--- src/rtl/vote_round_ctrl.sv ---
// vote_round_ctrl: sequences one 3-voter majority round.
// Flow: open a collection window, gather up to three votes over valid/ready,
// take the majority, then hand the result to the consumer over valid/ready.
// Voters that never show up are closed out by a collection timeout.
module vote_round_ctrl #(
  parameter int TIMEOUT = 16,
  parameter int TIMER_W = 5,
  parameter int ROUND_W = 8
) (
  input  logic               clk,
  input  logic               resetn,
  input  logic               start,
  input  logic [2:0]         vote_valid,
  input  logic [2:0]         vote_bit,
  output logic [2:0]         vote_ready,
  output logic               busy,
  output logic               result_valid,
  output logic               result,
  input  logic               result_ready,
  output logic               timed_out,
  output logic [2:0]         vote_mask,
  output logic [ROUND_W-1:0] round_cnt
);

  typedef enum logic [1:0] {
    S_IDLE    = 2'd0,
    S_COLLECT = 2'd1,
    S_DECIDE  = 2'd2,
    S_RESULT  = 2'd3
  } state_t;

  localparam logic [TIMER_W-1:0] TIMER_LAST = TIMER_W'(TIMEOUT - 1);

  // Majority of three: at least two ones.
  function automatic logic maj3(input logic [2:0] v);
    return (v[0] & v[1]) | (v[0] & v[2]) | (v[1] & v[2]);
  endfunction

  state_t               state_r;
  state_t               state_s;
  logic [TIMER_W-1:0]   timer_r;
  logic [2:0]           votes_r;
  logic [2:0]           mask_r;
  logic                 result_r;
  logic                 timed_out_r;
  logic [ROUND_W-1:0]   round_cnt_r;

  logic [2:0]           vote_ready_s;
  logic                 busy_s;
  logic                 result_valid_s;
  logic [2:0]           capture_s;
  logic [2:0]           mask_next_s;
  logic                 timeout_hit_s;

  // Per-cycle capture terms shared by next-state and datapath logic.
  always_comb begin
    capture_s     = vote_valid & vote_ready_s;
    mask_next_s   = mask_r | capture_s;
    timeout_hit_s = (timer_r == TIMER_LAST);
  end

  // State register.
  always_ff @(posedge clk or negedge resetn) begin
    if (!resetn) begin
      state_r <= S_IDLE;
    end else begin
      state_r <= state_s;
    end
  end

  // Next-state decision.
  always_comb begin
    state_s = state_r;
    case (state_r)
      S_IDLE: begin
        if (start) state_s = S_COLLECT;
        else       state_s = S_IDLE;
      end
      S_COLLECT: begin
        if ((mask_next_s == 3'b111) || timeout_hit_s) state_s = S_DECIDE;
        else                                          state_s = S_COLLECT;
      end
      S_DECIDE: state_s = S_RESULT;
      S_RESULT: begin
        if (result_ready) state_s = S_IDLE;
        else              state_s = S_RESULT;
      end
      default: state_s = S_IDLE;
    endcase
  end

  // Outputs decoded from the state register; ready only for voters not yet captured.
  always_comb begin
    vote_ready_s   = 3'b000;
    busy_s         = 1'b0;
    result_valid_s = 1'b0;
    case (state_r)
      S_IDLE: begin
        vote_ready_s = 3'b000;
      end
      S_COLLECT: begin
        vote_ready_s = ~mask_r;
        busy_s       = 1'b1;
      end
      S_DECIDE: begin
        busy_s = 1'b1;
      end
      S_RESULT: begin
        busy_s         = 1'b1;
        result_valid_s = 1'b1;
      end
      default: begin
        vote_ready_s   = 3'b000;
        busy_s         = 1'b0;
        result_valid_s = 1'b0;
      end
    endcase
  end

  // Round datapath: timer, vote latches, mask, decision, timeout flag, round counter.
  always_ff @(posedge clk or negedge resetn) begin
    if (!resetn) begin
      timer_r     <= {TIMER_W{1'b0}};
      votes_r     <= 3'b000;
      mask_r      <= 3'b000;
      result_r    <= 1'b0;
      timed_out_r <= 1'b0;
      round_cnt_r <= {ROUND_W{1'b0}};
    end else begin
      case (state_r)
        S_IDLE: begin
          if (start) begin
            timer_r     <= {TIMER_W{1'b0}};
            votes_r     <= 3'b000;
            mask_r      <= 3'b000;
            timed_out_r <= 1'b0;
          end
        end
        S_COLLECT: begin
          timer_r <= timer_r + TIMER_W'(1);
          votes_r <= votes_r | (vote_bit & capture_s);
          mask_r  <= mask_next_s;
          // A vote landing on the last timer cycle still counts; only a short mask is a timeout.
          if (timeout_hit_s && (mask_next_s != 3'b111)) begin
            timed_out_r <= 1'b1;
          end
        end
        S_DECIDE: begin
          // Uncaptured voters were cleared to zero at round start, so they vote 0.
          result_r <= maj3(votes_r);
        end
        S_RESULT: begin
          if (result_ready) begin
            round_cnt_r <= round_cnt_r + ROUND_W'(1);
          end
        end
        default: begin
          timer_r <= {TIMER_W{1'b0}};
        end
      endcase
    end
  end

  assign vote_ready   = vote_ready_s;
  assign busy         = busy_s;
  assign result_valid = result_valid_s;
  assign result       = result_r;
  assign timed_out    = timed_out_r;
  assign vote_mask    = mask_r;
  assign round_cnt    = round_cnt_r;

endmodule

--- config.mk ---
export PLATFORM = sky130hd
export DESIGN_NAME = vote_round_ctrl
export DESIGN_NICKNAME = d
export VERILOG_FILES = /design/src/rtl/vote_round_ctrl.sv
export SDC_FILE = /design/constraint.sdc
export NUM_CORES = 1
export LEC_CHECK = 0
export CAP_MARGIN = 25
export CORE_MARGIN = 2
export CORE_UTILIZATION = 51
export DETAILED_ROUTE_END_ITERATION = 6
export GPL_TIMING_DRIVEN = 0
export PLACE_DENSITY_LB_ADDON = 0.08
export SYNTH_ARGS = -nofsm -noshare
export SYNTH_HDL_FRONTEND = slang
export SYNTH_SLANG_ARGS = --single-unit
--- constraint.sdc ---
create_clock -name clk -period 3.9 [get_ports clk]
set_input_delay 1.17 -clock clk [delete_from_list [all_inputs] [get_ports clk]]
set_output_delay 1.17 -clock clk [all_outputs]
set_load 0.03 [all_outputs]
==> results of run 1 <==
state kept, by name, indices dropped and copies added (netlist names):
register and flops:
timer_r 5, round_cnt 8, result 1, vote_mask 3, state_r 2, votes_r 3, timed_out 1
cell type report:
cell class / instances / area [sq um] / area share [%]
sequential: 23 / 576 / 39.4
clock inverter: 1 / 5.00 / 0.342
clock buffer: 3 / 22.5 / 1.54
timing repair buffer: 28 / 298 / 20.4
tap: 27 / 33.8 / 2.31
multi-input combinational: 73 / 477 / 32.6
inverter: 3 / 11.3 / 0.771
buffer: 4 / 38.8 / 2.65
logic make-up (layout without fill, tap and decap cells):
family | after synthesis | count (layout) | share of synthesized area, %
compound gates | 17 | 17 | 11.5
xor+xnor | 9 | 9 | 7.15
fa+ha+maj | 3 | 3 | 3.41
buf+inv | 7 | 39 | 4.54
flops | 23 | 23 | 52.2
simple gates | 44 | 44 | 21.2
per-layer routing:
layer  track usage [%]  vias to the layer above  wire length (microns)
li1                  -                      419                      -
met4              5.41                        0                     34
met1              24.3                      396                    947
met3              3.57                        4                     77
met5                 0                        -                      0
met2              31.6                       17                   1010
placed cells by master (no fill, tap or decap), drive strengths merged, types with 3 or more instances in the layout:
cell type,Yosys,routed
dfrtp,23,23
clkdlybuf4s50,0,27
nand4,3,3
buf,4,5
a21oi,4,4
inv,3,3
o21ai,3,3
nor2,13,13
ha,3,3
clkbuf,0,3
nand2b,3,3
a31oi,3,3
xor2,3,3
o22ai,3,3
nand2,14,14
and3,3,3
xnor2,6,6
nand3,4,4
stage by stage:
| stage | util (%) | setup slack [ns] | std cells |
|---|---|---|---|
| 6_report | 73.0 | 0.873 | 162 |
| 5_1_grt | 73.0 | 0.769 | 162 |
| 4_1_cts | 71.6 | 0.852 | 161 |
| 3_5_place_dp | 70.3 | 1.22 | 157 |
| 3_3_place_gp | 70.3 | 1.24 | 157 |
| 2_1_floorplan | - | 1.63 | 103 |
worst register-to-register path, cell delays in order, from the launching register on:
cell and delay [ns]:
dfrtp_1 0.43, ha_1 0.22, and3_1 0.16, ha_1 0.22, o311ai_1 0.27
worst paths after layout:
check	startpoint	end	slack (ns)	depth (start not counted)
setup / recovery	state_r[1]	vote_ready[2]	0.87	4
hold / removal	round_cnt[7]	round_cnt[7]	0.49	1
setup reg to reg	timer_r[0]	state_r[0]	2.51	4
hold reg to reg	round_cnt[7]	round_cnt[7]	0.49	1
max in group asynchronous	resetn	round_cnt[2]	2.47	2
min in group asynchronous	resetn	round_cnt[6]	1.07	1
power by group:
group / internal, W / total (W) / switching, W / leakage, nW
clock network: 0.0000384 / 0.000109 / 0.0000708 / 0.0177
logic: 0.000267 / 0.000609 / 0.000341 / 0.341
registers: 0.000325 / 0.000402 / 0.0000774 / 0.298
total: 0.000631 / 0.00112 / 0.000490 / 0.656
==> impl_metrics.csv, run 1 <==
group,metric,value,unit
run_status,status,"finished, final reports clean",
critical_path,cp_slowest_cell,"clkdlybuf4s50_1",
die,die-area,0.00255,sq mm
routing,drtAntennaViolNets,0,
critical_path,max_stage_delay,0.69,ns
clock_network,clk_pin_slew,0.12,ns
placed_design,io_buffers,27,
placed_design,gp_congestion,0.772,
die,top_level_ports,28,
clock_network,cts_hold_buf,0,
routing,dr.pass1.iters,4,
logic_synthesis,yosysWarnings,0,
clock_network,cts_buffers,3,
routing,vias,836,
sta,setup_viol,0,
sta,fin_worst_skew,0.00538,ns
run,cap_violations,0,
clock_network,cts-root-buf,"clkbuf_4",
sta,finalCritPeriodShare,77.6,%
critical_path,cp_data_arrival_time,1.86,ns
global_routing,grt_pass1_vias,835,
routing,drt_iter0_drc,7,
logic_synthesis,synth.distinct_cells,29,
critical_path,crit_buf_inv,2,
global_routing,track_usage,18.6,%
critical_path,path_class,"flip-flop to output port",
clock_network,cts_buffer_depth,2,
logic_synthesis,synthTopCellsByArea,"dfrtp_1 52%, nand2_1 4.8%, xnor2_1 4.8%",
clock_network,ctsResizeCount,0,
logic_synthesis,syn_area_per_cell,10.7,sq um
routing,vias_per_cell,5.16,
clock_network,cts_setup_buffers,0,
die,rows,16,
logic_synthesis,synthArstFlopShare,100,%
sta,timing.fmax,330,MHz
clock_network,clk_latency,0.31,ns
die,fp.coreArea,0.00200,sq mm
logic_synthesis,synth_area,0.00110,sq mm
critical_path,worstSetupStartpointType,"flip-flop",
routing,wl_per_cell,12.7,microns
pwr,finalPower,0.00112,W
clock_network,cts_max_level,1,
logic_synthesis,yosysTopAreaCellShare,52.2,%
die,initial_core_util,55.1,%
critical_path,crit_family,"buffers and inverters",
global_routing,grt_antenna_before_repair,0,
sta,tns,0,ns
critical_path,worstPathRequired,2.73,ns
worst_hold_path,min_path_type,"flip-flop to flip-flop",
logic_synthesis,synth_fp_nets,116,
sta,rsz0062_at_grt,"no",
layout,fin_nets,149,
logic_synthesis,ys_ff_latch,23,
die,fp.dieH,50.5,microns
routing,wirelength,2070,microns
logic_synthesis,ys.flop_type,"dfrtp_1",
sta,fin_hold_ws,0.494,ns
routing,drc,0,
logic_synthesis,synth_edf_count,0,
pwr,p_per_area,767,mW/mm^2
global_routing,gr-total-overflow,0,
placed_design,dp_hpwl,1560,microns
sta,relSlewSlack,79.2,%
clock_network,tritoncts,"done",
layout,nFillCells,161,
sta,worst_slew_pin_slew,0.311,ns
pwr,leakagePower,0.656,nW
critical_path,cp_max_fo,10,
logic_synthesis,post-synth-top-count-cell,"dfrtp_1",
layout,fin_area,0.00146,sq mm
global_routing,grt_max_degree,24,
logic_synthesis,synth-seq-area-share,52.2,%
logic_synthesis,netlist_instances,103,
clock_network,cts.sinks,23,
layout,drive_gt1_share,12.6,%
logic_synthesis,synth_top_area_cell,"dfrtp_1",
sta,final-max-slew-violation-count,0,
global_routing,grt_pass1_wl,3590,microns
layout,n_antenna_cell,0,
logic_synthesis,synthTopCellsByCount,"23 x dfrtp_1, 14 x nand2_1, 12 x nor2_1, 6 x xnor2_1, 4 x a21oi_1",
pwr,ir_drop,496,uV
layout,area_delta_synth_final,32.6,%
critical_path,critPathCaptureType,"output port",
placed_design,placed_area,0.00141,sq mm
critical_path,crit_chain,"nand2b_2, buf_6, nor2_1, clkdlybuf4s50_1",
sta,period_needed,3.03,ns
sta,hold_viol_final,0,
die,die_w,50.5,microns
Power figures use the tool's default switching activity.
==> inputs of run 2 (changes only) <==
--- a/config.mk
+++ b/config.mk
@@ -7,7 +7,7 @@
 export LEC_CHECK = 0
 export CAP_MARGIN = 25
 export CORE_MARGIN = 2
-export CORE_UTILIZATION = 51
+export CORE_UTILIZATION = 43
 export DETAILED_ROUTE_END_ITERATION = 6
 export GPL_TIMING_DRIVEN = 0
 export PLACE_DENSITY_LB_ADDON = 0.08
==> constraint.sdc (replaced) <==
create_clock -name clk -period 2.5 [get_ports clk]
set_input_delay 0.75 -clock clk [delete_from_list [all_inputs] [get_ports clk]]
set_output_delay 0.75 -clock clk [all_outputs]
set_load 0.03 [all_outputs]
==> run 2 against run 1 <==
Clock skew fell by 0.0038 ns; routed wire length rose by 0.15%; power rose by 53%; largest cell class unchanged; non-clock buffer count did not move; sequential share of layout area rose by 0.41 points; flip-flop and latch count did not move; first-iteration DRC count rose by 14%; worst setup slack got worse by 0.75 ns.
==> impl_metrics.csv, run 2 (same netlist as run 1, synthesis figures left out) <==
group,metric,value,unit
global_routing,grt_max_degree,24,
global_routing,grt_pass1_wl,3590,microns
sta,fin_hold_ws,0.483,ns
layout,nFillCells,218,
routing,drtAntennaViolNets,0,
critical_path,r2r_cells,4,
routing,vias,811,
routing,vias_per_cell,4.92,
pwr,leakagePower,0.659,nW
clock_network,clk_latency,0.30,ns
clock_network,cts-root-buf,"clkbuf_4",
sta,setup_viol,0,
critical_path,timing.rr.start,"timer_r[0]",
global_routing,grt_antenna_before_repair,0,
critical_path,critPathCaptureType,"output port",
worst_hold_path,holdPathEnd,"round_cnt[7]",
run_status,status,"finished, final reports clean",
die,rows,18,
layout,fin_util,58.9,%
placed_design,dp_hpwl,1540,microns
die,fp.dieH,54.6,microns
placed_design,gp_congestion,0.698,
critical_path,regToRegSetupSlack,1.11,ns
layout,fin_nets,149,
sta,fin_worst_skew,0.00161,ns
clock_network,tritoncts,"done",
sta,final-max-slew-violation-count,0,
layout,final_cell_mix,"23 x clkdlybuf4s50_1, 23 x dfrtp_1, 14 x nand2_1",
sta,rsz0062_at_grt,"no",
sta,tns,0,ns
die,die-area,0.00298,sq mm
critical_path,worstSetupStartpointType,"flip-flop",
sta,hold_viol_final,0,
critical_path,path_class,"flip-flop to output port",
clock_network,clk_pin_slew,0.12,ns
routing,dr.pass1.iters,4,
die,die_w,54.6,microns
clock_network,cts.sinks,23,
clock_network,cts_max_level,1,
run,cap_violations,0,
routing,wirelength,2070,microns
routing,drc,0,
critical_path,rr_endpoint,"state_r[0]",
pwr,p_per_area,1180,mW/mm^2
placed_design,io_buffers,27,
worst_hold_path,min_from,"round_cnt[7]",
sta,period_needed,2.37,ns
critical_path,worstPathRequired,1.75,ns
sta,relSlewSlack,64.4,%
layout,area_delta_synth_final,31.2,%
clock_network,cts_buffer_depth,2,
sta,worst_slew_pin_slew,0.533,ns
critical_path,cp_max_fo,10,
critical_path,cp_data_arrival_time,1.62,ns
layout,n_antenna_cell,0,
layout,largest_register_ffs,8,
global_routing,gr-total-overflow,0,
layout,drive_gt1_share,11.9,%
die,top_level_ports,28,
sta,finalCritPeriodShare,94.9,%
routing,wl_per_cell,12.5,microns
global_routing,grt_pass1_vias,819,
worst_hold_path,min_path_type,"flip-flop to flip-flop",
sta,timing.fmax,421,MHz
worst_hold_path,holdPathStages,1,
clock_network,cts_buffers,3,
global_routing,track_usage,16.8,%
pwr,ir_drop,760,uV
die,initial_core_util,44.9,%
die,fp.coreArea,0.00245,sq mm
routing,drt_iter0_drc,8,
[run 2: cell types whose count changed in the layout (fill, tap and decap cells not counted), sizes merged]
cell	previous run	this run
dlygate4sd2	0	4
clkinv	1	0
clkdlybuf4s50	27	23
clkbuf	3	4
[run 2: layout make-up]
type                       instances  area [sq um]  share of cell area (%)
sequential                        23           576                    39.8
tap                               30          37.5                    2.60
buffer                             4          38.8                    2.68
clock buffer                       4          26.3                    1.82
timing repair buffer              28           280                    19.4
multi-input combinational         73           477                    33.0
inverter                           3          11.3                   0.779
[run 2: worst max path at each step]
| stage | from | end | slack (ns) | cells past startpoint |
|---|---|---|---|---|
| floorplan | state_r[1] | vote_ready[0] | 0.65 | 3 |
| global placement | state_r[1] | vote_ready[0] | 0.26 | 4 |
| detailed placement | state_r[1] | vote_ready[0] | 0.24 | 4 |
| CTS | state_r[1] | result_valid | 0.10 | 3 |
| global route | state_r[1] | result_valid | 0.02 | 3 |
| finish | state_r[1] | result_valid | 0.13 | 3 |
[run 2: power by group]
group	total [W]	switching, W	internal (W)	leakage, nW
Combinational	0.000912	0.000521	0.000391	0.346
Clock	0.000167	0.000104	0.0000621	0.0150
Sequential	0.000631	0.000124	0.000507	0.298
Total	0.00171	0.000750	0.000960	0.659
[run 2: metal layers]
metal / GRT usage [%] / part of all wire, %
met1: 24.0 / 48
met5: 0 / 0
met2: 25.0 / 47
met4: 7.50 / 0.73
met3: 2.46 / 3.3
[run 2: what timing repair did]
item	4_1_cts	5_1_grt
resized for setup	4	0
setup buffers	0	0
endpoints found under the hold margin	0	0
endpoints found under the setup margin	4	0
hold buffers	0	0
[run 2: per-stage QoR]
| step | cells | power [W] | setup slack, ns | area (sq um) |
|---|---|---|---|---|
| after floorplan | 103 | 0.00126 | 0.646 | 1100 |
| after global placement | 160 | 0.00157 | 0.258 | 1410 |
| after detailed placement | 160 | 0.00158 | 0.235 | 1410 |
| after CTS | 164 | 0.00173 | 0.101 | 1430 |
| after global routing | 165 | 0.00186 | 0.0167 | 1450 |
| final | 165 | 0.00171 | 0.126 | 1450 |
[run 2: critical path, cell delays in order, from the launching register on]
cell and delay [ns]:
dfrtp_1 0.39, buf_6 0.15, and2_1 0.13, clkdlybuf4s50_1 0.66
==> inputs of run 3 (changes only) <==
--- a/config.mk
+++ b/config.mk
@@ -11,6 +11,7 @@
 export DETAILED_ROUTE_END_ITERATION = 6
 export GPL_TIMING_DRIVEN = 0
 export PLACE_DENSITY_LB_ADDON = 0.08
+export REMOVE_ABC_BUFFERS = 1
 export SYNTH_ARGS = -nofsm -noshare
 export SYNTH_HDL_FRONTEND = slang
 export SYNTH_SLANG_ARGS = --single-unit
==> run 3 against run 2 <==
Clock-buffer cell count down 1; clock skew up 0.0049 ns; combinational power is 9.5% lower; global-route usage rose by 0.13 points; die area unchanged; largest power group unchanged.
==> impl_metrics.csv, run 3 (same netlist as run 1, synthesis figures left out) <==
group,metric,value,unit
run_status,status,"finished, final reports clean",
sta,hold_viol_final,0,
layout,fin_cells,161,
run,cap_violations,0,
critical_path,worstPathRequired,1.75,ns
global_routing,track_usage,16.9,%
die,die-area,0.00298,sq mm
critical_path,worstSetupStartpointType,"flip-flop",
pwr,leakagePower,0.647,nW
pwr,combinationalPowerShare,49.3,%
critical_path,regToRegSetupSlack,0.90,ns
layout,layout_commonest_cell,"clkdlybuf4s50_1",
critical_path,r2r_cells,3,
sta,fin_hold_ws,0.484,ns
clock_network,cts_buffer_depth,2,
die,fp.dieH,54.6,microns
routing,drtAntennaViolNets,0,
die,rows,18,
routing,vias,816,
sta,period_needed,2.27,ns
die,die_w,54.6,microns
die,top_level_ports,28,
critical_path,worstSetupEndpoint,"vote_ready[0]",
sta,fin_worst_skew,0.00652,ns
placed_design,dp_hpwl,1540,microns
pwr,clkPwrFrac,10.2,%
routing,drc,0,
critical_path,crit_chain,"nand2b_4, nor2_1, clkdlybuf4s15_2",
layout,fin_nets,145,
critical_path,critPathCaptureType,"output port",
pwr,p_per_area,1180,mW/mm^2
global_routing,grt_pass1_vias,817,
critical_path,cp-startpoint,"state_r[1]",
clock_network,tritoncts,"done",
die,initial_core_util,44.9,%
global_routing,grt_max_degree,24,
clock_network,clk_latency,0.31,ns
critical_path,cp_data_arrival_time,1.52,ns
global_routing,gr-total-overflow,0,
routing,dr.pass1.iters,4,
placed_design,gp_congestion,0.703,
clock_network,cts-root-buf,"clkbuf_4",
pwr,p_sw_share,45.0,%
sta,timing.fmax,440,MHz
sta,setup_viol,0,
clock_network,cts_hold_buf,0,
die,fp.coreArea,0.00245,sq mm
critical_path,path_class,"flip-flop to output port",
routing,wirelength,2140,microns
critical_path,cp_max_fo,11,
sta,relSlewSlack,53.8,%
pwr,p_int,0.000920,W
layout,largest_register_ffs,8,
clock_network,cts_buffers,3,
placed_design,io_buffers,27,
sta,rsz0062_at_grt,"no",
routing,wl_per_cell,13.3,microns
sta,final-max-slew-violation-count,0,
critical_path,max_stage_delay,0.51,ns
clock_network,cts.sinks,23,
critical_path,cp_slowest_cell,"dfrtp_2",
pwr,power_switching,0.000754,W
layout,nFillCells,227,
placed_design,dp.cells,156,
sta,worst_slew_pin_slew,0.690,ns
routing,vias_per_cell,5.07,
pwr,ir_drop,751,uV
layout,n_antenna_cell,0,
clock_network,clk_pin_slew,0.13,ns
worst_hold_path,min_path_type,"flip-flop to flip-flop",
pwr,pwr-share-seq,40.6,%
routing,drt_iter0_drc,5,
critical_path,rr_endpoint,"timer_r[4]",
global_routing,grt_antenna_before_repair,0,
critical_path,timing.rr.start,"state_r[0]",
layout,final_cell_mix,"22 x clkdlybuf4s50_1, 21 x dfrtp_1, 14 x nand2_1",
clock_network,cts_max_level,1,
sta,finalCritPeriodShare,91.0,%
layout,fin_util,57.8,%
layout,area_delta_synth_final,28.8,%
clock_network,cts_setup_buffers,0,
layout,drive_gt1_share,13.7,%
clock_network,ctsResizeCount,10,
global_routing,grt_pass1_wl,3520,microns
sta,tns,0,ns
pwr,finalPower,0.00167,W
-- run 3: cell types whose count changed in the layout (fill, tap and decap cells not counted), sizes merged --
cell           before  now
clkinv              0    1
clkdlybuf4s15       0    2
dlymetal6s2s        0    1
buf                 5    1
dlygate4sd2         4    1
clkdlybuf4s50      23   22
-- run 3: critical path: cells and delay by family (launching register included) --
family	cells	cell delay (ns)
AND/OR/NAND/NOR	2	0.38
flip-flops	1	0.51
buffers and inverters	1	0.32
-- run 3: layout make-up --
| cell class | instances | area [sq um] | share of cell area (%) |
|---|---|---|---|
| Tap cell | 30 | 37.5 | 2.64 |
| Clock inverter | 1 | 5.00 | 0.352 |
| Inverter | 3 | 11.3 | 0.793 |
| Clock buffer | 3 | 22.5 | 1.59 |
| Sequential cell | 23 | 578 | 40.7 |
| Timing Repair Buffer | 28 | 284 | 20.0 |
| Multi-Input combinational cell | 73 | 482 | 33.9 |
-- run 3: how the worst min path moves through the flow --
stage                       from      endpoint  depth (start not counted)
global placement    round_cnt[7]  round_cnt[7]                          1
global route        round_cnt[7]  round_cnt[7]                          1
CTS                 round_cnt[7]  round_cnt[7]                          1
finish              round_cnt[7]  round_cnt[7]                          1
detailed placement  round_cnt[7]  round_cnt[7]                          1
floorplan                 resetn        result                          0
-- run 3: metrics by stage --
step           area, sq um  worst slack, ns
2_1_floorplan         1060            0.521
5_1_grt               1420            0.101
6_report              1420            0.225
3_5_place_dp          1370           0.0183
4_1_cts               1400          0.00613
3_3_place_gp          1370           0.0299
-- run 3: power groups by stage --
stage	Sequential [W]	Clock (W)	Combinational, W
floorplan	0.000761	0	0.000442
global placement	0.000671	0	0.000832
detailed placement	0.000676	0	0.000842
CTS	0.000671	0.000178	0.000829
global route	0.000702	0.000199	0.000914
finish	0.000679	0.000170	0.000825
-- run 3: routing by layer --
metal | track usage (%) | wire, microns
met5 | 0 | 0
met4 | 8.33 | 19
met3 | 2.73 | 69
met2 | 27.2 | 1070
met1 | 22.0 | 981
==> patch 1 (settings of run 3) <==
Change the parameter `TIMEOUT` from 16 to 12.
--- a/src/rtl/vote_round_ctrl.sv
+++ b/src/rtl/vote_round_ctrl.sv
@@ -4,5 +4,5 @@
 // Voters that never show up are closed out by a collection timeout.
 module vote_round_ctrl #(
-  parameter int TIMEOUT = 16,
+  parameter int TIMEOUT = 12,
   parameter int TIMER_W = 5,
   parameter int ROUND_W = 8
Behaviour: no difference found for any inputs over 10 cycles, from zero or initial values and one cycle with resetn low; that may be too few to reach the edited logic, so the function may still have changed.
==> patch 1 against run 3 <==
Sequential power rose by 3.8%; non-clock buffer count rose by 1; synthesized area is 3.4% lower; combinational power barely moved; design area shrank 0.44%; power up 1.6%; worst setup slack worse by 0.15 ns; routed wire length increased by 3.2%; sequential cell count is the same; critical endpoint is now result_valid.
==> patch 1: results (changes against run 3) <==
Synthesis
  • Top cells by area, synth: dfrtp_1, nor2_1, nand2_1 (was dfrtp_1, nand2_1, xnor2_1)
  • Avg Inst Size Synth: 10.3 sq um (was 10.7 sq um)
  • Synth top cells by count: dfrtp_1, nor2_1, nand2_1 (was dfrtp_1, nand2_1, nor2_1)
  • Seq/Total Area, Yosys: 0.541 (was 0.522)

STA
  • Setup WS post-layout: 0.0799 ns (was 0.225 ns)
  • Clock skew: 0.00665 ns (was 0.00652 ns)
  • Relative slew slack: 0.680 (was 0.538)

Routing
  • Total vias in the final route: 843 (was 816)
  • TritonRoute pass-1 iters: 2 (was 4)
  • Initial DRC count: 6 (was 5)

Clocking
  • CTS Buf Count: 3 (unchanged)
  • Clock tree buffer depth: 2 (unchanged)
  • Post-cts sizing count: 6 (was 10)

Critical path
  • Slowest stage cell, crit path: clkdlybuf4s50_1 (was dfrtp_2)
  • Setup slack, reg-to-reg: 0.97 ns (was 0.90 ns)
  • RR Endpoint: timed_out (was timer_r[4])
  • RR Startpoint: state_r[1] (was state_r[0])
  • FF-to-FF path depth: 4 (was 3)
  • CP top delay family: buffers and inverters (was flip-flops)
  • Critical path capture point: result_valid (was vote_ready[0])
  • Crit-path max cell delay: 0.66 ns (was 0.51 ns)

Global routing
  • First-pass GRT wire length: 3720 um (was 3520 um)
  • Vias in the first global route: 850 (was 817)
  • Total track usage: 0.181 (was 0.169)

Placed design
  • Placed instance area: 1360 sq um (was 1370 sq um)
  • Setup WS pre-CTS: 0.192 ns (was 0.0183 ns)
  • DP Wirelength: 1610 um (was 1540 um)

Pwr
  • Sequential share of power: 0.414 (was 0.406)
  • Worst VDD drop: 0.692 mV (was 0.751 mV)
  • Switching power: 0.000759 W (was 0.000754 W)
  • Leakage power: 0.619 nW (was 0.647 nW)
  • PD cells: 1200 nW/um^2 (was 1180 nW/um^2)
  • Comb power frac: 0.484 (was 0.493)

Cells and area
  • Final cell count without fillers: 163 (was 161)
  • Layout Nets: 146 (was 145)
  • Layout cells sized above 1: 0.0977 (was 0.137)
  • Diode count: 0 (unchanged)

Run status
  • Status: completed (unchanged)
patch 1: cell types whose count changed in the layout (fill, tap and decap cells not counted), sizes merged, moves of 3 or more:
| cell | change |
|---|---|
| a21oi | +3 |
| nand2 | -4 |
| nor3b | +4 |
| dlygate4sd2 | +3 |
| o21ai | +3 |
patch 1: logic make-up (layout without fill, tap and decap cells):
group | Yosys count | in the layout | share of synthesized area
AO/OA/AOI/OAI | 21 | 21 | 0.115
AND/OR/NAND/NOR | 45 | 45 | 0.235
buffers and inverters | 4 | 34 | 0.0200
XOR/XNOR | 8 | 8 | 0.0658
adder cells (fa/ha/maj) | 2 | 2 | 0.0235
flip-flops | 23 | 23 | 0.541
patch 1: metal layers:
metal / track usage / routed length [um] / up-vias
li1: - / - / 422
met1: 0.211 / 1020 / 409
met2: 0.327 / 1120 / 10
met3: 0.0250 / 53 / 2
met4: 0.0769 / 13 / 0
met5: 0 / 0 / -
patch 1: worst min-delay path by stage:
stage | startpoint | to | slack (ns) | depth (start not counted)
3_3_place_gp | round_cnt[7] | round_cnt[7] | 0.46 | 1
3_5_place_dp | round_cnt[7] | round_cnt[7] | 0.46 | 1
4_1_cts | round_cnt[7] | round_cnt[7] | 0.49 | 1
6_report | round_cnt[7] | round_cnt[7] | 0.48 | 1
2_1_floorplan | resetn | result | 0.45 | 0
5_1_grt | round_cnt[6] | round_cnt[6] | 0.52 | 1
patch 1: area by class of cell:
| cell class | count | area (sq um) |
|---|---|---|
| clock buffer | 4 | 26.3 |
| fill | 207 | 996 |
| inverter | 1 | 3.75 |
| multi-input combinational | 76 | 468 |
| sequential | 23 | 578 |
| tap | 30 | 37.5 |
| timing repair buffer | 29 | 300 |
==> patch 2 (config.mk and constraints of run 3) <==
Made on the original files. Re-encode `state_t` (4 states) as Gray code, 2 bits wide.
--- a/src/rtl/vote_round_ctrl.sv
+++ b/src/rtl/vote_round_ctrl.sv
@@ -24,8 +24,8 @@
 
   typedef enum logic [1:0] {
-    S_IDLE    = 2'd0,
-    S_COLLECT = 2'd1,
-    S_DECIDE  = 2'd2,
-    S_RESULT  = 2'd3
+    S_IDLE    = 2'b00,
+    S_COLLECT = 2'b01,
+    S_DECIDE  = 2'b11,
+    S_RESULT  = 2'b10
   } state_t;
 
Function: no difference found for any inputs over 10 cycles, from zero or initial values and one cycle with resetn low; not proved beyond that.
==> patch 2 against run 3 <==
Register-to-register slack better by 0.10 ns; synthesized area down 1.7%; sequential cell count stayed put; routed wire length is 2.4% lower; power fell by 6.8%; sequential share of layout area fell by 0.18 points; worst setup slack worse by 0.12 ns; sequential power decreased by 4.3%; design area grew 0.44%.
==> patch 2: results (changes against run 3) <==
Routing
  • Via-to-Cell Ratio: 5.17 (was 5.07)
  • Total vias in the final route: 842 (was 816)
  • Routed wl met3: 89 um (was 69 um)
  • Initial DRC count: 7 (was 5)
  • Metal2 WL: 1040 um (was 1070 um)
  • Met1 wire length: 928 um (was 981 um)
  • Top layer reached by signal wires: met4 (unchanged)
  • Routed WL per cell: 12.8 um (was 13.3 um)

Synthesis
  • Post-synthesis mux area share: 0.00924 (was 0)
  • Post-synth cell types: 31 (was 29)
  • Synth top cells by count: dfrtp_1, nand2_1, nor2_1 (unchanged)
  • Seq/Total Area, Yosys: 0.531 (was 0.522)
  • Compound-cell area share of the yosys netlist: 0.135 (was 0.115)
  • Adder-cell area share of the yosys netlist: 0.0346 (was 0.0341)
  • XOR/XNOR share of the synthesized area: 0.0566 (was 0.0715)
  • Avg Inst Size Synth: 10.5 sq um (was 10.7 sq um)
  • Top cells by area, synth: dfrtp_1, a21oi_1, nand2_1 (was dfrtp_1, nand2_1, xnor2_1)

Cells and area
  • Multi-input combinational area share: 0.330 (was 0.339)
  • Final standard cell area without fillers: 1430 sq um (was 1420 sq um)
  • Count of multi-input gates: 72 (was 73)
  • Clock buffers: 4 (was 3)
  • Fillers: 221 (was 227)
  • Final clock-cell share: 0.0184 (was 0.0194)
  • Layout cells sized above 1: 0.0827 (was 0.137)
  • Layout Nets: 147 (was 145)
  • Non-clock buffering overhead: 0.204 (was 0.200)
  • Invs w/o clock: 6 (was 3)
  • Fraction of area in registers: 0.405 (was 0.407)

Critical path
  • Setup slack, reg-to-reg: 1.00 ns (was 0.90 ns)
  • CP Max Fanout: 14 (was 11)
  • CP top delay family: flip-flops (unchanged)
  • Slowest stage cell, crit path: dfrtp_2 (unchanged)
  • RR Endpoint: timed_out (was timer_r[4])
  • Critical Path AT: 1.64 ns (was 1.52 ns)
  • RR Startpoint: state_r[1] (was state_r[0])

STA
  • Fin Hold WS: 0.475 ns (was 0.484 ns)
  • Relative slew slack: 0.795 (was 0.538)
  • Clock skew: 0.00400 ns (was 0.00652 ns)
  • Final hold viol count: 0 (unchanged)

Pwr
  • Comb power frac: 0.473 (was 0.493)
  • Pint: 0.000879 W (was 0.000920 W)
  • Worst VDD drop: 0.871 mV (was 0.751 mV)
  • Clock power frac: 0.111 (was 0.102)
  • Leakage power: 0.654 nW (was 0.647 nW)
  • PD cells: 1090 nW/um^2 (was 1180 nW/um^2)

Placed design
  • DP Wirelength: 1540 um (about the same)
  • Setup WS pre-CTS: 0.0711 ns (was 0.0183 ns)
  • Final RePlAce weighted congestion: 0.767 (was 0.703)
  • Dpl cells: 158 (was 156)

Clocking
  • Clock tree buffer depth: 2 (unchanged)
  • Clk slew on worst S/H paths: 0.13 ns (about the same)

Global routing
  • Grt met1 use: 0.211 (was 0.220)
  • First-pass GRT wire length: 3340 um (was 3520 um)
  • Met2 usage: 0.261 (was 0.272)
  • Total track usage: 0.160 (was 0.169)
  • Vias in the first global route: 764 (was 817)
  • Met3 Usage GRT: 0.0250 (was 0.0273)

Hold path
  • Hold Path Cell Cnt: 1 (unchanged)

Run status
  • Status: completed (unchanged)
patch 2: worst max path at each step:
| stage | from | endpoint | slack (ns) | cells after the start |
|---|---|---|---|---|
| 4_1_cts | state_r[1] | vote_ready[1] | 0.08 | 3 |
| 3_5_place_dp | state_r[1] | vote_ready[1] | 0.07 | 3 |
| 2_1_floorplan | state_r[1] | vote_ready[0] | 0.57 | 2 |
| 3_3_place_gp | state_r[1] | vote_ready[0] | 0.08 | 3 |
| 5_1_grt | state_r[1] | vote_ready[1] | 0.001 | 3 |
| 6_report | state_r[1] | vote_ready[1] | 0.11 | 3 |
patch 2: what timing repair did:
action / 4_1_cts / 5_1_grt
resized for setup: 8 / 1
pin swaps: 0 / 0
setup endpoints to repair: 5 / 1
endpoints found under the hold margin: 0 / 0
setup buffers: 0 / 0
